<file path="config.mk">
export PLATFORM = sky130hd
export DESIGN_NAME = freelist_ctrl
export DESIGN_NICKNAME = d
export VERILOG_FILES = /design/src/rtl/freelist_ctrl_pkg.sv /design/src/rtl/fl_ptr_inc.sv /design/src/rtl/freelist_ctrl.sv
export SDC_FILE = /design/constraint.sdc
export NUM_CORES = 1
export LEC_CHECK = 0
export BUFFER_PORTS_ARGS = -buffer_cell sky130_fd_sc_hd__buf_2
export CAP_MARGIN = 25
export CORE_MARGIN = 2
export CORE_UTILIZATION = 55
export CTS_CLUSTER_SIZE = 24
export DETAILED_ROUTE_END_ITERATION = 16
export PLACE_DENSITY = 0.72
export SYNTH_ARGS = -nofsm -noshare
export SYNTH_HDL_FRONTEND = slang
export SYNTH_SLANG_ARGS = --single-unit
</file>
<file path="constraint.sdc">
create_clock -name clock -period 6.9 [get_ports clock]
set_input_delay 0 -clock clock [delete_from_list [all_inputs] [get_ports clock]]
set_output_delay 0 -clock clock [all_outputs]
set_load 0.01 [all_outputs]
</file>
<file path="src/rtl/freelist_ctrl_pkg.sv">
// Shared parameters, preg range macro and FSM encoding for the rename free list.
// Optional checker macro used by freelist_ctrl: FREELIST_CHECK_EN.
`ifndef FREELIST_CTRL_PKG_SV
`define FREELIST_CTRL_PKG_SV

// Preg number range: $clog2(NUM_PREG)-1 : 0 with NUM_PREG = 64.
`define PREG_RANGE 5:0

package freelist_ctrl_pkg;
  localparam int NUM_PREG = 64;
  localparam int NUM_LREG = 32;
  localparam int FL_DEPTH = NUM_PREG - NUM_LREG;
  localparam int PREG_W   = $clog2(NUM_PREG);
  localparam int FL_IDX_W = $clog2(FL_DEPTH);
  localparam int FL_PTR_W = FL_IDX_W + 1;

  typedef enum logic {
    FL_NORMAL  = 1'b0,
    FL_RECOVER = 1'b1
  } fl_state_e;
endpackage

`endif

</file>
<file path="src/rtl/fl_ptr_inc.sv">
// Circular-buffer pointer increment by 0/1/2; the MSB is the wrap bit and
// toggles naturally because FL_DEPTH is a power of two.
module fl_ptr_inc
  import freelist_ctrl_pkg::*;
(
  input  logic [FL_PTR_W-1:0] i_ptr,
  input  logic [1:0]          i_inc,
  output logic [FL_PTR_W-1:0] o_ptr
);
  assign o_ptr = i_ptr + {{(FL_PTR_W-2){1'b0}}, i_inc};
endmodule

</file>
<file path="src/rtl/freelist_ctrl.sv">
// Free physical-register pool for the 2-wide rename stage, with committed head
// for one-cycle flush recovery. Optional checker: define FREELIST_CHECK_EN.
module freelist_ctrl
  import freelist_ctrl_pkg::*;
(
  input  logic                clock,
  input  logic                reset,
  input  logic                rn2fl_instr0_lrd_valid,
  input  logic                rn2fl_instr1_lrd_valid,
  output logic [`PREG_RANGE]  fl2rn_instr0prd,
  output logic [`PREG_RANGE]  fl2rn_instr1prd,
  output logic                fl2rn_ready,
  output logic [FL_PTR_W-1:0] fl2rn_avail_cnt,
  input  logic                rob2fl_commit0_valid,
  input  logic [`PREG_RANGE]  rob2fl_commit0_old_prd,
  input  logic                rob2fl_commit1_valid,
  input  logic [`PREG_RANGE]  rob2fl_commit1_old_prd,
  input  logic                flush_valid,
  output logic                fl_err,
  output logic                dbg_state
);
  // Handshake: rename may consume pregs only in a cycle where fl2rn_ready=1 and
  // flush_valid=0; requests in any other cycle are dropped. Frees are always accepted.
  logic [PREG_W-1:0]   r_mem [FL_DEPTH];
  logic [FL_PTR_W-1:0] r_head, r_tail, r_arch_head;
  fl_state_e           r_state, w_state_nxt;

  logic [1:0]          w_alloc_n, w_free_n, w_head_inc, w_rd1_off;
  logic [FL_PTR_W-1:0] w_head_nxt, w_tail_nxt, w_tail1, w_arch_nxt, w_rd1_ptr, w_count;
  logic                w_alloc_fire;

  assign w_alloc_n    = {1'b0, rn2fl_instr0_lrd_valid} + {1'b0, rn2fl_instr1_lrd_valid};
  assign w_free_n     = {1'b0, rob2fl_commit0_valid} + {1'b0, rob2fl_commit1_valid};
  assign w_count      = r_tail - r_head;
  assign fl2rn_ready  = (w_count >= FL_PTR_W'(2)) && (r_state == FL_NORMAL);
  assign w_alloc_fire = fl2rn_ready && !flush_valid;
  assign w_head_inc   = w_alloc_fire ? w_alloc_n : 2'd0;
  // instr1 takes the head entry only when it is the sole consumer; otherwise it
  // previews the next entry so the idle pair shows two distinct pregs.
  assign w_rd1_off    = {1'b0, rn2fl_instr0_lrd_valid | ~rn2fl_instr1_lrd_valid};

  fl_ptr_inc u_head_inc  (.i_ptr(r_head),      .i_inc(w_head_inc),                   .o_ptr(w_head_nxt));
  fl_ptr_inc u_rd1_inc   (.i_ptr(r_head),      .i_inc(w_rd1_off),                    .o_ptr(w_rd1_ptr));
  fl_ptr_inc u_tail_inc  (.i_ptr(r_tail),      .i_inc(w_free_n),                     .o_ptr(w_tail_nxt));
  fl_ptr_inc u_tail1_inc (.i_ptr(r_tail),      .i_inc({1'b0, rob2fl_commit0_valid}), .o_ptr(w_tail1));
  fl_ptr_inc u_arch_inc  (.i_ptr(r_arch_head), .i_inc(w_free_n),                     .o_ptr(w_arch_nxt));

  assign fl2rn_instr0prd = r_mem[r_head[FL_IDX_W-1:0]];
  assign fl2rn_instr1prd = r_mem[w_rd1_ptr[FL_IDX_W-1:0]];
  assign fl2rn_avail_cnt = w_count;
  assign dbg_state       = r_state;

  always_comb begin
    w_state_nxt = r_state;
    case (r_state)
      FL_NORMAL:  if (flush_valid) w_state_nxt = FL_RECOVER;
      FL_RECOVER: w_state_nxt = flush_valid ? FL_RECOVER : FL_NORMAL;
      default:    w_state_nxt = FL_NORMAL;
    endcase
  end

  always_ff @(posedge clock or posedge reset) begin
    if (reset) begin
      for (int i = 0; i < FL_DEPTH; i++) r_mem[i] <= PREG_W'(NUM_LREG + i);
      r_head      <= '0;
      r_arch_head <= '0;
      r_tail      <= FL_PTR_W'(FL_DEPTH);
      r_state     <= FL_NORMAL;
    end else begin
      r_state     <= w_state_nxt;
      // Flush rewinds to the committed head, counting commits of this same cycle.
      r_head      <= flush_valid ? w_arch_nxt : w_head_nxt;
      r_tail      <= w_tail_nxt;
      r_arch_head <= w_arch_nxt;
      if (rob2fl_commit0_valid) r_mem[r_tail[FL_IDX_W-1:0]] <= rob2fl_commit0_old_prd;
      if (rob2fl_commit1_valid) r_mem[w_tail1[FL_IDX_W-1:0]] <= rob2fl_commit1_old_prd;
    end
  end

`ifdef FREELIST_CHECK_EN
  logic                r_err;
  logic                w_err_evt;
  logic [FL_PTR_W-1:0] w_spec_cnt;

  assign w_spec_cnt = r_head - r_arch_head;
  assign w_err_evt  = ((rob2fl_commit0_valid | rob2fl_commit1_valid) && (w_count == FL_PTR_W'(FL_DEPTH)))
                    || (rob2fl_commit1_valid && !rob2fl_commit0_valid)
                    || ((rn2fl_instr0_lrd_valid | rn2fl_instr1_lrd_valid) && !fl2rn_ready && !flush_valid)
                    || ({{(FL_PTR_W-2){1'b0}}, w_free_n} > w_spec_cnt);

  always_ff @(posedge clock or posedge reset) begin
    if (reset) r_err <= 1'b0;
    else       r_err <= r_err | w_err_evt;
  end
  assign fl_err = r_err;
`else
  assign fl_err = 1'b0;
`endif
endmodule
</file>
==> metrics.yaml <==
outcome: "completed"
p_total_mw: 8.65
synthFlopType: "dfstp_2"
routed-via-count: 10600
cp.arrival_ns: 4.39
drc: 0
cts.clk_slew.worst_paths_ns: 0.06
holdWs_ns: 0.0230
diodes: 0
grt_max_degree: 91
ant_nets: 0
mostFrequentLayoutCell: "mux2_2"
drt_wl_total_um: 42000
die_y_um: 166
synthToLayoutAreaGrowth_pct: 7.60
final_area_sq_um: 15600
fin_crit_sh_pct: 57.7
timing.fmax_ghz: 0.251
setup_viol: 0
insertion_delay_ns: 0.53
hp-class: "input pin to register"
die_area_sq_um: 27600
path_depth: 13
synth_edf_count: 0
drv_cap: 0
ys_seq_elements: 211
cp_max_fo: 11
yosysTopAreaCellShare_pct: 20.5
layout.nets: 1278
worstHoldEndpoint: "r_mem[12]"
yosysTopAreaCell: "dfstp_2"
vias_per_cell: 6.65
drt_iter0_markers: 1166
root_buffer: "clkbuf_16"
path_cells: "inv_1 -> ha_1 -> nor2b_1 -> o21a_1 -> o21ai_0 -> a2111oi_2 -> a2111oi_0 -> ha_1 -> inv_1 -> fa_1 -> or3_1 -> xnor2_1 -> o21ai_0"
end_kind: "register"
cts_buffers: 24
hold_path.startpoint: "rob2fl_commit1_old_prd[0]"
syn_inst: 1249
place.port_buffers: 38
core_area_sq_um: 26000
start_util_pct: 55.7
ys_types: 65
rsz0062_at_grt: "no"
maxSlewHeadroom_pct: 26.1
layout-drive-gt1-share_pct: 40.2
grt-ovfl-total: 0
clkSinkCount: 211
synth_area_leaders: "dfstp_2 (21%), dfrtp_1 (17%), mux2_2 (16%)"
skew_ns: 0.0172
grt_pass1_vias: 10600
cts_hold_buf: 2
power.leakage_nw: 6.35
tns_ns: 0
antenna_found_initial: 0
cts-resized-gates: 0
critPathMaxStageDelay_ns: 0.58
slew_viol_final: 0
cts_tree: "yes"
htree_levels: 1
track_usage_pct: 30.2
crit_path_start_kind: "register"
hold_depth: 3
crit_type: "register to register"
layout.cells.most_common_list: "mux2_2 (203), mux2i_1 (161), dfstp_2 (113)"
final_util_pct: 60.0
seq_area_frac_synth_pct: 37.4
worst_slew_pin_slew_ns: 1.10
path_buf_inv: 2
drt_first_pass_iters: 5
r2r_cells: 13
ir_worst_vdd_uv: 421
worstReg2RegEnd: "r_head[4]"
cts_max_path_buffers: 3
powerDensity_nw_per_um2: 555
place_congestion: 0.967
regToRegStartpoint: "r_head[2]"
slowest_stage: "dfrtp_1"
grt_pass1_wl_um: 64500
async_reset_ff_share_pct: 100
crit_family: "compound AO/OA/AOI/OAI gates"
hold_viol: 0
fin_crit_ns: 3.98
avgSynthCellArea_sq_um: 11.6
regToRegSetupSlack_ns: 2.92
cp.required_ns: 7.31
wl_per_cell_um: 26.4
syn-cell-area_sq_um: 14500
yosysWarnings: 0
place_hpwl_um: 28000
synth_nets: 1290
placed_area_sq_um: 14700
rows: 59
die_w_um: 166
cts_setup_buffers: 0
ios: 40
worst max path at each step:
| stage | startpoint | end |
|---|---|---|
| after floorplan | reset | dbg_state |
| after global placement | r_head[2] | r_head[4] |
| after detailed placement | r_head[2] | r_head[4] |
| after CTS | r_head[2] | r_head[4] |
| after global routing | r_head[2] | r_head[4] |
| final | r_head[2] | r_head[4] |
where the power goes:
part | total (mW) | internal [mW] | leakage [nW] | switching (mW)
sequential | 2.71 | 2.09 | 2.37 | 0.625
combinational | 4.68 | 2.32 | 3.61 | 2.36
clock | 1.26 | 0.742 | 0.370 | 0.517
cell usage after synthesis (3+ instances only):
library cell / number
a21oi_1: 78
mux4_2: 63
and2_1: 6
a221oi_1: 6
nor2b_1: 6
nor2_2: 19
a32o_1: 7
dfrtp_1: 98
dfstp_2: 113
mux2_2: 203
nor2_1: 73
nor3b_1: 3
xor2_1: 7
inv_1: 19
nand3_1: 30
o21ai_0: 33
clkbuf_1: 56
nor3_1: 22
buf_6: 4
mux4_1: 14
buf_4: 10
and3_1: 4
buf_2: 21
ha_1: 18
xnor2_1: 8
nand2_1: 85
or3_1: 3
o21a_1: 3
fa_1: 4
nand3b_1: 3
mux2i_1: 161
nand2b_1: 4
a22oi_1: 18
mux2_1: 3
o211ai_1: 4
worst register-to-register path, stage by stage, from the launching register on:
cell and delay (ns):
dfrtp_1 0.58, inv_1 0.35, ha_1 0.45, nor2b_1 0.16
o21a_1 0.18, o21ai_0 0.25, a2111oi_2 0.16, a2111oi_0 0.47
ha_1 0.25, inv_1 0.06, fa_1 0.39, or3_1 0.34
xnor2_1 0.14, o21ai_0 0.08
cell type report:
class	instances	area (sq um)
fill	2101	10400
inverter	21	86.3
multi-input combinational	923	8530
sequential	211	5430
timing repair buffer	56	358
clock buffer	37	671
clock inverter	7	85.1
tap	335	419
per-layer routing:
metal  vias to the layer above  share of wire [%]  track usage (%)  routed length (um)
li1                       4621                  -                -                   -
met1                      5339                 41             40.8               17300
met2                       501                 48             49.4               19900
met3                       117                7.5             5.55                3150
met4                         0                3.9             10.3                1630
met5                         -                  0                0                   0
per-stage QoR:
| stage | setup slack [ns] | cells |
|---|---|---|
| CTS | 2.92 | 1587 |
| finish | 2.92 | 1590 |
| global route | 2.59 | 1590 |
| floorplan | 1.32 | 1249 |
| detailed placement | 2.94 | 1541 |
| global placement | 3.05 | 1539 |
kinds of logic after synthesis:
kind of cell / after synthesis / share of synthesized area (%)
AOI/OAI and AO/OA: 171 / 7.33
muxes: 445 / 39.7
and+or+nand+nor: 268 / 8.62
DFF: 211 / 37.4
buffers and inverters: 115 / 3.78
adders and majority gates: 22 / 2.11
xor gates and xnor gates: 16 / 1.02
other: 1 / 0.0259
sequential cells by signal, indices dropped and copies added, names as in the netlist:
name / count
r_mem: 192
r_arch_head: 6
r_head: 6
r_tail: 6
dbg_state: 1
(Power assumes the default switching activity.)
